File: config.mk
export PLATFORM = sky130hd
export DESIGN_NAME = div_iter
export DESIGN_NICKNAME = d
export VERILOG_FILES = /design/src/rtl/div_iter_pkg.sv /design/src/rtl/div_step.sv /design/src/rtl/div_iter.sv
export SDC_FILE = /design/constraint.sdc
export NUM_CORES = 1
export LEC_CHECK = 0
export BUFFER_PORTS_ARGS = -buffer_cell sky130_fd_sc_hd__buf_2
export CAP_MARGIN = 40
export CORE_AREA = 2 2 155 157
export CTS_BUF_LIST = sky130_fd_sc_hd__clkbuf_8
export CTS_CLUSTER_DIAMETER = 60
export CTS_CLUSTER_SIZE = 16
export DETAILED_ROUTE_END_ITERATION = 8
export DIE_AREA = 0 0 157 159
export GPL_TIMING_DRIVEN = 0
export PLACE_DENSITY = 0.71
export SLEW_MARGIN = 20
export SYNTH_ARGS = -nofsm -noshare
export SYNTH_HDL_FRONTEND = slang
export SYNTH_SLANG_ARGS = --single-unit
File: constraint.sdc
create_clock -name clk -period 6.12 [get_ports clk]
set_clock_uncertainty 0.05 [all_clocks]
set_input_delay 0.918 -clock clk [delete_from_list [all_inputs] [get_ports clk]]
set_output_delay 0.918 -clock clk [all_outputs]
set_load 0.03 [all_outputs]
File: src/rtl/div_iter_pkg.sv
// Shared definitions for the iterative divider: FSM state codes,
// handshake levels and the default operand width.
// Optional feature macro: DIV_SMALL_BYPASS_EN (see div_iter.sv).
package div_iter_pkg;

    localparam int DIV_DATA_W = 32;

    // Handshake levels on start_i / ready_o
    localparam logic DIV_START        = 1'b1;
    localparam logic DIV_STOP         = 1'b0;
    localparam logic DIV_RESULT_READY = 1'b1;
    localparam logic DIV_RESULT_NOT   = 1'b0;

    typedef enum logic [1:0] {
        DIV_FREE    = 2'b00,
        DIV_BY_ZERO = 2'b01,
        DIV_ON      = 2'b10,
        DIV_END     = 2'b11
    } div_state_e;

endpackage

File: src/rtl/div_step.sv
// One radix-2 restoring step: compare the shifted partial remainder against
// the divisor, subtract when it fits, and emit the resulting quotient bit.
module div_step #(
    parameter int DATA_W = 32
) (
    input  logic [DATA_W:0]   partial_rem_i,
    input  logic [DATA_W-1:0] divisor_i,
    output logic [DATA_W-1:0] next_rem_o,
    output logic              q_bit_o
);

    // The partial remainder is always below 2*divisor, so when the subtract
    // succeeds the difference fits in DATA_W bits and wrap-around is exact.
    assign q_bit_o    = (partial_rem_i >= {1'b0, divisor_i});
    assign next_rem_o = q_bit_o ? (partial_rem_i[DATA_W-1:0] - divisor_i)
                                : partial_rem_i[DATA_W-1:0];

endmodule

File: src/rtl/div_iter.sv
// Iterative radix-2 restoring divider for the EX stage DIV/DIVU path.
// Returns {remainder, quotient} 33 edges after a start is accepted
// (2 edges for a zero divisor). Signed operands are divided as magnitudes
// and fixed up when the result is loaded.
// Optional feature macro: DIV_SMALL_BYPASS_EN -- when |dividend| < |divisor|
// the result {dividend, 0} is produced one edge after start.
module div_iter
    import div_iter_pkg::*;
#(
    parameter int DATA_W = DIV_DATA_W
) (
    input  logic                  clk,
    input  logic                  rst,
    input  logic                  signed_div_i,
    input  logic [DATA_W-1:0]     opdata1_i,
    input  logic [DATA_W-1:0]     opdata2_i,
    input  logic                  start_i,
    input  logic                  annul_i,
    output logic [2*DATA_W-1:0]   result_o,
    output logic                  ready_o
);

    localparam int CNT_W = $clog2(DATA_W);

    div_state_e          state_q;
    logic [CNT_W-1:0]    cnt_q;
    logic [DATA_W-1:0]   rem_q;     // partial remainder
    logic [DATA_W-1:0]   dvd_q;     // dividend bits shifting out, quotient bits shifting in
    logic [DATA_W-1:0]   dvs_q;     // divisor magnitude
    logic                neg_quo_q;
    logic                neg_rem_q;
    logic [2*DATA_W-1:0] result_q;
    logic                ready_q;

    logic [DATA_W-1:0]   op1_mag;
    logic [DATA_W-1:0]   op2_mag;
    logic [DATA_W-1:0]   step_rem;
    logic                step_q;
    logic [DATA_W-1:0]   quo_d;
    logic [DATA_W-1:0]   quo_fix_d;
    logic [DATA_W-1:0]   rem_fix_d;
    logic                abort;
    logic                cnt_last;

    // 0x80000000 negates to itself, which read as unsigned is exactly 2^31.
    assign op1_mag = (signed_div_i && opdata1_i[DATA_W-1]) ? -opdata1_i : opdata1_i;
    assign op2_mag = (signed_div_i && opdata2_i[DATA_W-1]) ? -opdata2_i : opdata2_i;

    div_step #(.DATA_W(DATA_W)) u_step (
        .partial_rem_i ({rem_q, dvd_q[DATA_W-1]}),
        .divisor_i     (dvs_q),
        .next_rem_o    (step_rem),
        .q_bit_o       (step_q)
    );

    assign quo_d     = {dvd_q[DATA_W-2:0], step_q};
    assign quo_fix_d = neg_quo_q ? -quo_d : quo_d;
    assign rem_fix_d = neg_rem_q ? -step_rem : step_rem;
    assign abort     = annul_i || (start_i == DIV_STOP);
    assign cnt_last  = (cnt_q == CNT_W'(DATA_W - 1));

    // FSM with iteration counter, work registers and registered outputs
    // NOTE: every register here uses <= so all branches see the pre-edge
    // values; mixing in = would make the step order-dependent.
    always_ff @(posedge clk or posedge rst) begin
        if (rst) begin
            state_q   <= DIV_FREE;
            cnt_q     <= '0;
            rem_q     <= '0;
            dvd_q     <= '0;
            dvs_q     <= '0;
            neg_quo_q <= 1'b0;
            neg_rem_q <= 1'b0;
            result_q  <= '0;
            ready_q   <= DIV_RESULT_NOT;
        end else begin
            case (state_q)
                DIV_FREE: begin
                    ready_q  <= DIV_RESULT_NOT;
                    result_q <= '0;
                    if ((start_i == DIV_START) && !annul_i) begin
                        if (opdata2_i == '0) begin
                            state_q <= DIV_BY_ZERO;
                        end
`ifdef DIV_SMALL_BYPASS_EN
                        else if (op1_mag < op2_mag) begin
                            state_q  <= DIV_END;
                            ready_q  <= DIV_RESULT_READY;
                            result_q <= {opdata1_i, {DATA_W{1'b0}}};
                        end
`endif
                        else begin
                            state_q   <= DIV_ON;
                            cnt_q     <= '0;
                            rem_q     <= '0;
                            dvd_q     <= op1_mag;
                            dvs_q     <= op2_mag;
                            neg_quo_q <= signed_div_i && (opdata1_i[DATA_W-1] ^ opdata2_i[DATA_W-1]);
                            neg_rem_q <= signed_div_i && opdata1_i[DATA_W-1];
                        end
                    end
                end
                DIV_BY_ZERO: begin
                    if (abort) begin
                        state_q <= DIV_FREE;
                    end else begin
                        state_q  <= DIV_END;
                        ready_q  <= DIV_RESULT_READY;
                        result_q <= '0;
                    end
                end
                DIV_ON: begin
                    if (abort) begin
                        state_q  <= DIV_FREE;
                        ready_q  <= DIV_RESULT_NOT;
                        result_q <= '0;
                    end else begin
                        rem_q <= step_rem;
                        dvd_q <= quo_d;
                        cnt_q <= cnt_q + 1'b1;
                        if (cnt_last) begin
                            state_q  <= DIV_END;
                            ready_q  <= DIV_RESULT_READY;
                            result_q <= {rem_fix_d, quo_fix_d};
                        end
                    end
                end
                DIV_END: begin
                    if (abort) begin
                        state_q  <= DIV_FREE;
                        ready_q  <= DIV_RESULT_NOT;
                        result_q <= '0;
                    end
                end
                default: begin
                    state_q  <= DIV_FREE;
                    ready_q  <= DIV_RESULT_NOT;
                    result_q <= '0;
                end
            endcase
        end
    end

    assign result_o = result_q;
    assign ready_o  = ready_q;

endmodule

==> summary.md <==
| Metric | Value |
|---|---|
| Outcome | `complete, no violations` |
| Sw Ratio | `0.4715` |
| Die Ht | `about 160 um` |
| Post-route ant nets | `0` |
| Postcts setup bufs | `0` |
| GRT Util Overall | `0.2926` |
| Setup WS pre-CTS | `-0.1574 ns` |
| Seq pwr share | `0.335` |
| Sequential-to-total area share from yosys stat | `0.3564` |
| Clk pwr share | `0.179` |
| Hpwl dp | `28.24 mm` |
| Final std cells w/o fill | `1,932` |
| Crit-path slowest cell | `or4_4` |
| EDFF count, synth | `0` |
| Initial antenna violation count | `0` |
| Root Driver | `clkbuf_8` |
| First-pass GRT wire length | `about 58 mm` |
| Total gr overflow | `0` |
| Layout cells sized above 1 | `0.1463` |
| Die ar. | `0.02496 mm2` |
| Hold Crit Class | `in -> async` |
| Fill count | `between 2,000 and 2,500` |
| Dpl cells | `1,903` |
| Worst path required time | `around 6.4 ns` |
| Initial Utilization | `0.5146` |
| Clock Latency Late Sink | `0.49 ns` |
| Period utilization | `0.9442` |
| First drt pass iteration count | `7` |
| Area growth syn-to-layout | `12.83%` |
| CP Data Arrival Time | `6.10 ns` |
| IO Port Bufs | `133` |
| Startpoint types | `register` |
| Crit. End Element | `register` |
| Setup ws final | `0.3417 ns` |
| Slowest stage delay, CP | `~0.58 ns` |
| Synth Cell Area | `0.01194 mm2` |
| Row count | `56` |
| Post-Syn Area per Cell | `8.243 um2` |
| Initial drt markers | `1,188` |
| TritonCTS clock tree | `built` |
| Crit path cell chain | `ha_1 -> buf_2 -> and2_1 -> nand2_1 -> or4_4 -> o311ai_4 -> or2_4 -> buf_6 -> buf_2 -> clkbuf_4 -> buf_2 -> nand2_1 -> o21ai_2 -> ha_1 -> nand2_1 -> nor4_4 -> nand4_1 -> mux2_2 -> a211o_1 -> nand2b_1 -> o21ai_1 -> xnor2_1 -> o21ai_0` |
| #FFs+latches synth | `170` |
| GPL Wtd Cong | `a little under 1` |
| Vias in the first global route | `10,668` |
| Remaining DRCs | `0` |
| Mapped Nets | `1,561` |
| Die width | `between 150 and 200 um` |
| Clock tree buffer depth | `2` |
| Pleak | `6.186 nW` |
| Worst rel slew slack | `0.3872` |
| Power Density | `337.3 mW/mm2` |
| Ant diodes | `0` |
| Logic pwr share | `0.486` |
| Switch Pwr | `about 0.0021 W` |
| Setup-failing EPs final | `0` |
| CTS Sinks | `170` |
| Final Hold Viols | `0` |
| Final WL | `36.19 mm` |
| Worst-Margin Slew | `0.9192 ns` |
| Synth async-reset ratio | `1.000` |
| Critical path fanouts, max | `10` |
| Distinct cell type count after synthesis | `92` |
| Internal power | `between 0.002 and 0.0025 W` |
| Fmax | `0.1731 GHz` |
| Via/cell ratio | `~5.9` |
| RSZ-0062 raised after global routing | `no` |
| Critical path class | `reg -> reg` |
| Max-Cap Viols | `0` |
| Wire per inst | `18.73 um` |
| Largest net degree at the start of global routing | `104` |
| H-tree levels | `4` |
| Worst-path clk slew | `between 0.1 and 0.15 ns` |
| Core area | `approximately 0.023 mm2` |
| Total Power | `0.004542 W` |
| Nets@finish | `1,713` |
| Synth warn | `0` |
| Main synth FF type | `dfrtp_1` |
| Detailed-route via count | `11,371` |
| Fin. max-slew vios | `0` |
| Max IR drop VDD | `roughly 190 uV` |
| Syn Inst Count | `between 1,000 and 1,500` |
| Fin crit period | `between 5 and 6 ns` |
| IO Count | `~130` |
| CTS Buf Count | `17` |
-- critical path, delay by kind of cell, from the launching register on --
family | cells | cell delay (ns)
AND/OR/NAND/NOR | 9 | 1.90
buffers and inverters | 5 | 1.20
flip-flops | 1 | 0.52
XOR/XNOR | 1 | 0.18
multiplexers | 1 | 0.34
AO/OA/AOI/OAI | 5 | 0.87
adder cells (fa/ha/maj) | 2 | 0.60
-- final cells by class --
cell class | count | area, um2 | area share
Inverter | 61 | 236.5 | 0.01756
Tap cell | 319 | 399.1 | 0.02964
Sequential cell | 170 | 4254 | 0.3159
Buffer | 69 | 376.6 | 0.02797
Clock buffer | 17 | 234.0 | 0.01737
Multi-Input combinational cell | 1145 | 7108 | 0.5278
Clock inverter | 15 | 152.6 | 0.01134
Timing Repair Buffer | 136 | 705.7 | 0.05240
-- metrics by stage --
step / setup TNS (ns) / instance area (um2) / util / hold slack, ns
floorplan: 0 / 11940 / - / 0.3953
global route: 0 / 13470 / 0.5807 / 0.4357
detailed placement: -0.1574 / 13050 / 0.5626 / 0.4147
finish: 0 / 13470 / 0.5807 / 0.3982
CTS: 0 / 13440 / 0.5794 / 0.4159
global placement: -238.43 / 13000 / 0.5605 / 0.4067
-- routing by layer --
layer	wire, um	up-vias	GRT usage	part of all wire
li1	-	5423	-	-
met1	16860	5452	0.4364	0.47
met2	16040	448	0.4414	0.44
met3	2701	48	0.05008	0.075
met4	587	0	0.07339	0.016
met5	0	-	0	0
-- synth_stat cells (all sizes together) (9+ instances only) --
master | n | area (um2)
o21ai | 180 | 904.6
a21o | 10 | 77.58
ha | 43 | 538.0
nor2 | 105 | 394.1
nand4 | 13 | 81.33
nand2b | 12 | 75.07
a21oi | 99 | 506.7
o41ai | 13 | 113.9
a222oi | 10 | 100.1
nand2 | 243 | 914.6
and2 | 9 | 58.80
clkbuf | 45 | 209.0
o31ai | 38 | 304.0
nand3 | 30 | 150.1
a211oi | 9 | 85.08
dfrtp | 170 | 4254
nor4 | 12 | 105.1
buf | 25 | 132.6
xor2 | 74 | 648.1
or4 | 17 | 138.9
nor3 | 25 | 130.1
a22oi | 14 | 105.1
or3 | 16 | 101.4
inv | 60 | 225.2
xnor2 | 71 | 621.9
mux2i | 13 | 130.1
-- power by group through the flow --
| stage | sequential, W | combinational [W] | clock (W) |
|---|---|---|---|
| finish | 0.00152 | 0.00221 | 0.000813 |
| global route | 0.00155 | 0.00243 | 0.000864 |
| CTS | 0.00151 | 0.00215 | 0.000826 |
| detailed placement | 0.00154 | 0.00214 | 0 |
| global placement | 0.00153 | 0.00210 | 0 |
| floorplan | 0.00148 | 0.00155 | 0 |
-- cell usage in the layout, fill, tap and decap left out, types with 23 or more instances in the layout --
cell type  netlist  final
nand2_1        242    242
nor2_1         105    105
a21oi_1         96     96
clkbuf_1        41     39
xor2_1          74     74
xnor2_1         71     71
ha_1            43     43
inv_1           60     60
o31ai_1         36     36
buf_2           16    148
nor3_1          24     23
dfrtp_1        170    170
nand3_1         30     30
o21ai_0        169    168
-- path summary, 6_finish.rpt --
check	startpoint	to	slack [ns]	cells after the start
max	rem_q[7]	result_o[58]	0.34	23
min in group clk	result_o[9]	result_o[9]	0.43	2
max reg2reg	rem_q[7]	result_o[58]	0.34	23
min	rst	result_o[14]	0.40	2
min reg2reg	result_o[9]	result_o[9]	0.43	2
max in group asynchronous	rst	dvs_q[15]	4.70	3
-- cells by family (layout without fill, tap and decap cells) --
kind of cell,after synthesis,in the layout,share of synthesized area
compound gates,429,429,0.2274
xor+xnor,145,145,0.1064
fa+ha+maj,44,44,0.04676
buf+inv,133,298,0.05147
flops,170,170,0.3564
mux,15,15,0.01279
simple gates,512,512,0.1988
-- state kept, by name (all words and copies together), names as in the netlist --
signal / cells
dvd_q: 32
dvs_q: 32
rem_q: 32
state_q: 2
neg_rem_q: 1
result_o: 64
neg_quo_q: 1
ready_o: 1
cnt_q: 5
-- repair_timing --
item,in CTS,in global routing
gates cloned,0,0
hold buffers,0,0
endpoints found under the setup margin,6,9
resized for setup,1,9
(Power assumes the default switching activity.)
